### src/rtl/uart_pkg.sv
// ---------------------------------------------------------------------------
// uart_pkg
// Definitions shared by the UART transmitter and the future UART receiver:
//   parity_t    - parity mode selection (none / even / odd)
//   tx_state_t  - transmitter frame state encoding
//   clks_per_bit(clk_freq, baud) - clock cycles per bit, rounded to nearest
// ---------------------------------------------------------------------------
package uart_pkg;

    // Parity mode of a frame; PAR_NONE omits the parity bit entirely.
    typedef enum logic [1:0] {
        PAR_NONE = 2'd0,
        PAR_EVEN = 2'd1,
        PAR_ODD  = 2'd2
    } parity_t;

    // Transmitter states. The TX_ prefix keeps these literals from clashing
    // with the PARITY parameter and with receiver state names later on.
    typedef enum logic [2:0] {
        TX_IDLE   = 3'd0,
        TX_START  = 3'd1,
        TX_DATA   = 3'd2,
        TX_PARITY = 3'd3,
        TX_STOP   = 3'd4
    } tx_state_t;

    // Bit period in clock cycles, rounded to the nearest integer so that the
    // baud error stays within half a clock per bit.
    function automatic int clks_per_bit(input int clk_freq, input int baud);
        return (clk_freq + baud / 2) / baud;
    endfunction

endpackage

### src/rtl/uart_tx.sv
// ---------------------------------------------------------------------------
// uart_tx
// Byte-wide UART transmitter. Accepts a byte on a valid/ready handshake and
// serialises it as: start bit (0), data bits LSB first, optional parity bit,
// then STOP_BITS stop bits (1). The line idles high.
//
// Parameters:
//   CLK_FREQ  - clk frequency in Hz
//   BAUD      - line rate in bit/s
//   PARITY    - PAR_NONE / PAR_EVEN / PAR_ODD
//   STOP_BITS - 1 or 2
// Ports:
//   clk       - system clock
//   rst       - synchronous active-high reset
//   in_data   - byte to send
//   in_valid  - in_data is presented
//   in_ready  - a byte is accepted this cycle when in_valid is also high
//   block     - holds off new frames (ignored once a frame has started)
//   tx        - registered serial output
//   busy      - a frame is in progress
// ---------------------------------------------------------------------------
module uart_tx
    import uart_pkg::*;
#(
    parameter int      CLK_FREQ  = 100_000_000,
    parameter int      BAUD      = 1_000_000,
    parameter parity_t PARITY    = PAR_NONE,
    parameter int      STOP_BITS = 1
) (
    input  logic       clk,
    input  logic       rst,
    input  logic [7:0] in_data,
    input  logic       in_valid,
    output logic       in_ready,
    input  logic       block,
    output logic       tx,
    output logic       busy
);

    localparam int CPB = clks_per_bit(CLK_FREQ, BAUD);
    localparam int CNT_W = (CPB > 1) ? $clog2(CPB) : 1;
    localparam logic [CNT_W-1:0] CNT_LAST = CNT_W'(CPB - 1);
    localparam logic STOP_LAST = 1'(STOP_BITS - 1);

    // Reject configurations the counters cannot represent.
    generate
        if (CPB < 2) begin : g_bad_cpb
            $error("uart_tx: CLK_FREQ/BAUD gives fewer than 2 clocks per bit");
        end
        if (STOP_BITS != 1 && STOP_BITS != 2) begin : g_bad_stop
            $error("uart_tx: STOP_BITS must be 1 or 2");
        end
        if (PARITY != PAR_NONE && PARITY != PAR_EVEN && PARITY != PAR_ODD) begin : g_bad_par
            $error("uart_tx: illegal PARITY setting");
        end
    endgenerate

    tx_state_t        state_q, state_d;
    logic [CNT_W-1:0] baud_q, baud_d;
    logic [2:0]       bit_idx_q, bit_idx_d;
    logic             stop_cnt_q, stop_cnt_d;
    logic [7:0]       shift_q, shift_d;
    logic             par_q, par_d;
    logic             tx_q, tx_d;
    logic             bit_done;

    assign bit_done = (baud_q == CNT_LAST);
    assign in_ready = (state_q == TX_IDLE) && !block;
    assign busy     = (state_q != TX_IDLE);
    assign tx       = tx_q;

    // Next-state logic. tx_d always carries the line level of the state being
    // entered, so the registered tx lines up exactly with the state register.
    // The shift register moves right once per data bit, which puts the next
    // bit to send in shift_q[1] at each data bit boundary.
    always_comb begin
        state_d    = state_q;
        baud_d     = baud_q;
        bit_idx_d  = bit_idx_q;
        stop_cnt_d = stop_cnt_q;
        shift_d    = shift_q;
        par_d      = par_q;
        tx_d       = tx_q;

        case (state_q)
            TX_IDLE: begin
                tx_d   = 1'b1;
                baud_d = '0;
                if (in_valid && in_ready) begin
                    state_d    = TX_START;
                    shift_d    = in_data;
                    par_d      = (PARITY == PAR_ODD) ? ~^in_data : ^in_data;
                    bit_idx_d  = 3'd0;
                    stop_cnt_d = 1'b0;
                    tx_d       = 1'b0;
                end
            end

            TX_START: begin
                if (bit_done) begin
                    baud_d  = '0;
                    state_d = TX_DATA;
                    tx_d    = shift_q[0];
                end else begin
                    baud_d = baud_q + 1'b1;
                end
            end

            TX_DATA: begin
                if (bit_done) begin
                    baud_d = '0;
                    if (bit_idx_q == 3'd7) begin
                        if (PARITY == PAR_NONE) begin
                            state_d = TX_STOP;
                            tx_d    = 1'b1;
                        end else begin
                            state_d = TX_PARITY;
                            tx_d    = par_q;
                        end
                    end else begin
                        bit_idx_d = bit_idx_q + 3'd1;
                        shift_d   = {1'b0, shift_q[7:1]};
                        tx_d      = shift_q[1];
                    end
                end else begin
                    baud_d = baud_q + 1'b1;
                end
            end

            TX_PARITY: begin
                if (bit_done) begin
                    baud_d     = '0;
                    state_d    = TX_STOP;
                    stop_cnt_d = 1'b0;
                    tx_d       = 1'b1;
                end else begin
                    baud_d = baud_q + 1'b1;
                end
            end

            TX_STOP: begin
                tx_d = 1'b1;
                if (bit_done) begin
                    baud_d = '0;
                    if (stop_cnt_q == STOP_LAST) begin
                        state_d = TX_IDLE;
                    end else begin
                        stop_cnt_d = 1'b1;
                    end
                end else begin
                    baud_d = baud_q + 1'b1;
                end
            end

            default: begin
                state_d = TX_IDLE;
                baud_d  = '0;
                tx_d    = 1'b1;
            end
        endcase
    end

    // State register. Reset drops any partially sent byte and forces the
    // line high on the following cycle.
    always_ff @(posedge clk) begin
        if (rst) begin
            state_q    <= TX_IDLE;
            baud_q     <= '0;
            bit_idx_q  <= 3'd0;
            stop_cnt_q <= 1'b0;
            shift_q    <= 8'd0;
            par_q      <= 1'b0;
            tx_q       <= 1'b1;
        end else begin
            state_q    <= state_d;
            baud_q     <= baud_d;
            bit_idx_q  <= bit_idx_d;
            stop_cnt_q <= stop_cnt_d;
            shift_q    <= shift_d;
            par_q      <= par_d;
            tx_q       <= tx_d;
        end
    end

endmodule

### config.mk
export PLATFORM = sky130hd
export DESIGN_NAME = uart_tx
export DESIGN_NICKNAME = d
export VERILOG_FILES = /design/src/rtl/uart_pkg.sv /design/src/rtl/uart_tx.sv
export SDC_FILE = /design/constraint.sdc
export NUM_CORES = 1
export LEC_CHECK = 0
export CELL_PAD_IN_SITES_DETAIL_PLACEMENT = 0
export CELL_PAD_IN_SITES_GLOBAL_PLACEMENT = 1
export CORE_MARGIN = 5
export CORE_UTILIZATION = 42
export CTS_BUF_LIST = sky130_fd_sc_hd__clkbuf_2 sky130_fd_sc_hd__clkbuf_4 sky130_fd_sc_hd__clkbuf_8
export DETAILED_ROUTE_END_ITERATION = 10
export GPL_ROUTABILITY_DRIVEN = 0
export GPL_TIMING_DRIVEN = 0
export HOLD_SLACK_MARGIN = 0.15
export PLACE_DENSITY_LB_ADDON = 0.08
export SKIP_LAST_GASP = 1
export SLEW_MARGIN = 40
export SYNTH_ARGS = -nofsm -noshare
export SYNTH_HDL_FRONTEND = slang
export SYNTH_SLANG_ARGS = --single-unit
### constraint.sdc
create_clock -name clk -period 2.4 [get_ports clk]
set_input_delay 0.48 -clock clk [delete_from_list [all_inputs] [get_ports clk]]
set_output_delay 0.48 -clock clk [all_outputs]
set_load 0.05 [all_outputs]
==> reports/results.tsv, run 1 <==
metric	value	unit
status	finished, final reports clean	
DRT Wirelength	2.32	mm
Core Area	0.00248	sq mm
Die Y	61.0	um
first-pass GRT wire length	3.91	mm
Hold Path Sink	baud_q[0]	
ys flop type	dfxtp_1	
Max Slew Vio Count	0	
H-tree depth	1	
Setup Skew	0.00387	ns
CP arrival	1.71	ns
root buf cell	clkbuf_4	
top cells by area, synth	dfxtp_1 40%, a21oi_1 6.9%, mux2i_1 6.4%, a311oi_1 5.6%, nor2_1 5.5%	
register bit total from synthesis	22	
Mapped Area	0.00109	sq mm
Hold Fails Final Rpt	0	
NumNets Final	156	
Post-Place Worst Slack	0.0290	ns
Starting Density	0.441	
hold depth	1	
number of remaining DRC errors	0	
commonest cells in the synthesized netlist	22 x dfxtp_1, 16 x nor2_1, 15 x a21oi_1	
std cell rows	18	
hold path startpoint	baud_q[0]	
critical path launch point type	register	
pwr dens	615	mW/mm^2
WL/cell	13.6	um
Vias	962	
Post-CTS Setup Inserts	0	
RSZ-0062 raised after global routing	false	
clock sink total	22	
initial detailed-routing violation count	35	
Synth cell types	35	
Post-synth EDFFs	0	
fillcell total	253	
post-synthesis async set-or-reset flop share	0	
area grow syn2layout	19.6	%
ant diodes	0	
Worst Max-Slew Pin Slew	0.512	ns
io pins	15	
Setup WS post-layout	0.211	ns
Avg Inst Size Synth	8.88	sq um
die area	0.00372	sq mm
post-route antenna net violation count	0	
number of max-cap violations	0	
R2R Setup Slk	0.38	ns
share of layout cells above drive strength 1	0.0857	
Final min period	2.19	ns
# hold bufs at CTS	0	
Syn Nets	138	
reg-to-reg critical path endpoint	shift_q[3]	
DR vias/cell	5.66	
clk buf depth	2	
total gr overflow	0	
area leader, netlist	dfxtp_1	
Clock Latency Late Sink	0.31	ns
all-layer global routing usage	0.144	
CTS buffer count	3	
Req. time, crit path	1.92	ns
FF-to-FF Start	baud_q[3]	
Util after Layout	0.527	
sequential share of the synthesized area	0.403	
reg2reg path depth	5	
vias in the first global route	907	
initial antenna violation count	0	
final-report setup violation count	0	
input/output buffers	13	
CP Capture Type	output pin	
critical path fanouts, max	10	
fmax	457	MHz
leading cell type by number of instances after synthesis	dfxtp_1	
Hold WC Path Type	reg -> reg	
top cell type's share of synthesized area	0.403	
Max-slew headroom	0.654	
post-synthesis cell count	123	
fin crit share	0.912	
die span in x	61.0	um
HPWL after DPL	1.73	mm
clock transition at the registers of the reported paths	0.13	ns
router iterations before antenna repair	4	
largest net degree at the start of global routing	14	
Ys Warns	0	
Peak VDD IR	0.491	mV
CTS tree	yes	
leakage power total	0.500	nW
WS Path Type	reg -> out	
-- cell type report --
type / count / area, sq um / area share
Clock inverter: 1 / 30.0 / 0.0230
Tap cell: 30 / 37.5 / 0.0287
Sequential cell: 22 / 440 / 0.337
Multi-Input combinational cell: 92 / 596 / 0.456
Buffer: 8 / 52.6 / 0.0402
Inverter: 1 / 3.75 / 0.00287
Clock buffer: 3 / 22.5 / 0.0172
Timing Repair Buffer: 13 / 124 / 0.0948
-- cell families (layout without fill, tap and decap cells) --
logic type / Yosys count / count (layout) / synth area share
compound gates: 37 / 37 / 0.215
xor+xnor: 6 / 6 / 0.0481
fa+ha+maj: 3 / 3 / 0.0344
buf+inv: 9 / 26 / 0.0515
flops: 22 / 22 / 0.403
mux: 7 / 7 / 0.0641
simple gates: 39 / 39 / 0.183
-- worst max-delay path, stage by stage, from the launching register on --
cell           delay, ns
dfxtp_1             0.33
buf_6               0.13
or3_1               0.38
buf_6               0.14
dlygate4sd2_1       0.41
-- repair_timing --
action | CTS | global route
gates resized for setup | 2 | 2
cloned | 0 | 0
endpoints found under the hold margin | 0 | 0
endpoints found under the setup margin | 2 | 1
-- metal layers --
| metal | wire length [um] | GRT usage | vias to the layer above |
|---|---|---|---|
| li1 | - | - | 493 |
| met1 | 1140 | 0.188 | 447 |
| met2 | 1050 | 0.218 | 18 |
| met3 | 105 | 0.0532 | 4 |
| met4 | 27 | 0.0495 | 0 |
| met5 | 0 | 0 | - |
-- sequential cells by signal (all words and copies together) (netlist names) --
register	flops
state_q	3
tx	1
shift_q	8
baud_q	7
bit_idx_q	3
-- where the power goes --
group / switching [mW] / internal, mW
Combinational: 0.0710 / 0.0544
Sequential: 0.00977 / 0.383
Clock: 0.116 / 0.169
Total: 0.197 / 0.606
-- placed cells by master (no fill, tap or decap), types with 2 or more instances in the layout --
| master | count |
|---|---|
| a21oi_1 | 15 |
| nand4_1 | 2 |
| a311oi_1 | 7 |
| mux2i_1 | 7 |
| nand2_1 | 4 |
| xor2_1 | 2 |
| or3_1 | 2 |
| clkdlybuf4s50_1 | 11 |
| clkbuf_1 | 2 |
| ha_1 | 3 |
| xnor2_1 | 4 |
| dfxtp_1 | 22 |
| clkbuf_4 | 3 |
| o21ai_0 | 7 |
| buf_2 | 3 |
| nand3_1 | 5 |
| nor2_1 | 16 |
| buf_6 | 2 |
| a211oi_1 | 2 |
-- per-stage QoR --
stage	area, sq um	instances	power (mW)	hold WS, ns	TNS, ns
global route	1310	170	0.843	0.504	0
floorplan	1090	123	0.486	0.430	0
global placement	1260	166	0.528	0.448	0
detailed placement	1260	166	0.530	0.463	0
CTS	1310	170	0.815	0.488	-0.0603
finish	1310	170	0.803	0.483	0
-- worst max path at each step --
stage / start / to / slack (ns) / cells past startpoint
3_5_place_dp: state_q[2] / in_ready / 0.03 / 5
5_1_grt: state_q[2] / in_ready / 0.14 / 5
3_3_place_gp: state_q[2] / in_ready / 0.02 / 5
2_1_floorplan: state_q[2] / in_ready / 0.30 / 4
6_report: state_q[2] / busy / 0.21 / 4
4_1_cts: state_q[2] / in_ready / -0.06 / 5
No activity file was read; power rests on OpenSTA's default activity.
==> run 2, diff against run 1 <==
CORE_UTILIZATION = 38   (was 42)
clock period = 1.8 ns   (was 2.4 ns; I/O delays follow)
==> run 2 against run 1 <==
Against the previous run: largest cell class unchanged; wire length increased by 8.2%; global-route usage decreased by 1.6 points; clock skew about the same.
==> reports/results.tsv, run 2 (same netlist as run 1, synthesis figures left out) <==
metric	value	unit
status	finished, final reports clean	
Core Area	0.00276	sq mm
critical path launch point type	register	
biggest regs	shift_q: 8 flops, baud_q: 7 flops	
all-layer global routing usage	0.127	
FF-to-FF Start	state_q[0]	
sw frac	0.272	
total gr overflow	0	
Combinational Power Share	0.191	
number of max-cap violations	0	
max reg flops	8	
Vias	959	
hold slack	0.443	ns
RSZ-0062 raised after global routing	true	
Starting Density	0.396	
Area after DPL	0.00126	sq mm
fin crit share	0.999	
clk buf depth	2	
die span in x	63.6	um
CP Capture Type	output pin	
critical path fanouts, max	5	
Worst Max-Slew Pin Slew	0.577	ns
Max Slew Vio Count	0	
CP arrival	1.44	ns
H-tree depth	1	
# hold bufs at CTS	0	
DR vias/cell	5.54	
overall power	989	uW
Clock Latency Late Sink	0.31	ns
leakage power total	0.519	nW
io pins	15	
largest net degree at the start of global routing	13	
commonest non-fill, non-tap cell in the layout	dfxtp_1	
Req. time, crit path	1.44	ns
Top reg by flops	shift_q	
final-report setup violation count	0	
Clk pwr share	0.277	
WS Path Type	reg -> out	
R2R Setup Slk	0.02	ns
NumNets Final	158	
area grow syn2layout	25.7	%
Peak VDD IR	0.467	mV
DRT Wirelength	2.51	mm
ant diodes	0	
reg2reg path depth	5	
hold path startpoint	rst	
fmax	556	MHz
CTS tree	yes	
share of layout cells above drive strength 1	0.183	
cell area after layout	0.00137	sq mm
router iterations before antenna repair	6	
die area	0.00405	sq mm
WL/cell	14.5	um
vias in the first global route	888	
initial antenna violation count	0	
most frequent cells in the layout	16 x dfxtp_1, 15 x a21oi_1, 14 x nor2_1	
Die Y	63.6	um
Max-slew headroom	0.614	
post-route antenna net violation count	0	
NetSw	269	uW
Final min period	1.80	ns
initial detailed-routing violation count	34	
std cell rows	19	
sequential share of power	0.532	
crit path from	state_q[0]	
number of remaining DRC errors	0	
hold depth	2	
Reg area	450	sq um
Hold Fails Final Rpt	0	
HPWL after DPL	1.78	mm
input/output buffers	13	
clock sink total	22	
pwr dens	721	mW/mm^2
first-pass GRT wire length	4.16	mm
multi-input logic area	636	sq um
clock transition at the registers of the reported paths	0.12	ns
fillcell total	284	
Pint	720	uW
Hold WC Path Type	in -> reg	
Setup Skew	0.00373	ns
root buf cell	clkbuf_4	
Util after Layout	0.498	
CTS buffer count	3	
[run 2: changes by cell type in the layout (fill, tap and decap cells not counted), moves of 2 or more]
cell     delta
buf_2       -2
buf_4       +3
buf_6       +3
dfxtp_1     -6
dfxtp_2     +5
nor2_1      -2
[run 2: repair_timing]
action,in CTS,in global routing
pin swaps,2,2
setup buffers,3,1
endpoints found under the setup margin,10,17
cloned,0,0
gates resized for setup,23,10
[run 2: worst paths after layout]
check / endpoint
setup / recovery: in_ready
hold / removal: shift_q[0]
setup reg to reg: bit_idx_q[0]
hold reg to reg: baud_q[0]
[run 2: routing by layer]
metal,share of wire,track usage,up-vias
li1,-,-,496
met1,0.52,0.181,441
met2,0.43,0.180,15
met3,0.032,0.0284,7
met4,0.020,0.0597,0
met5,0,0,-
[run 2: per-stage QoR]
| stage | setup TNS, ns | worst slack [ns] | std cells |
|---|---|---|---|
| after floorplan | -0.0269 | -0.0269 | 123 |
| after global placement | -1.33 | -0.366 | 167 |
| after detailed placement | -1.35 | -0.372 | 167 |
| after CTS | -0.0621 | -0.0201 | 172 |
| after global routing | -0.143 | -0.0598 | 173 |
| final | 0 | 0.00129 | 173 |
[run 2: power by group through the flow]
stage / Sequential, mW / Clock, mW / Combinational (mW)
2_1_floorplan: 0.540 / 0 / 0.109
3_3_place_gp: 0.536 / 0 / 0.171
3_5_place_dp: 0.536 / 0 / 0.173
4_1_cts: 0.527 / 0.284 / 0.185
5_1_grt: 0.530 / 0.310 / 0.205
6_report: 0.527 / 0.274 / 0.189
[run 2: critical path, stage by stage (launching register included)]
cell	delay [ns]
dfxtp_4	0.37
or3_1	0.38
buf_6	0.15
nor2_4	0.07
buf_6	0.16
[run 2: area by class of cell]
cell class | count | area share
inverters | 1 | 0.00273
well taps | 31 | 0.0283
multi-input cells | 92 | 0.463
flip-flops and latches | 22 | 0.328
clock buffers | 4 | 0.0264
plain buffers | 6 | 0.0383
repair buffers | 17 | 0.113
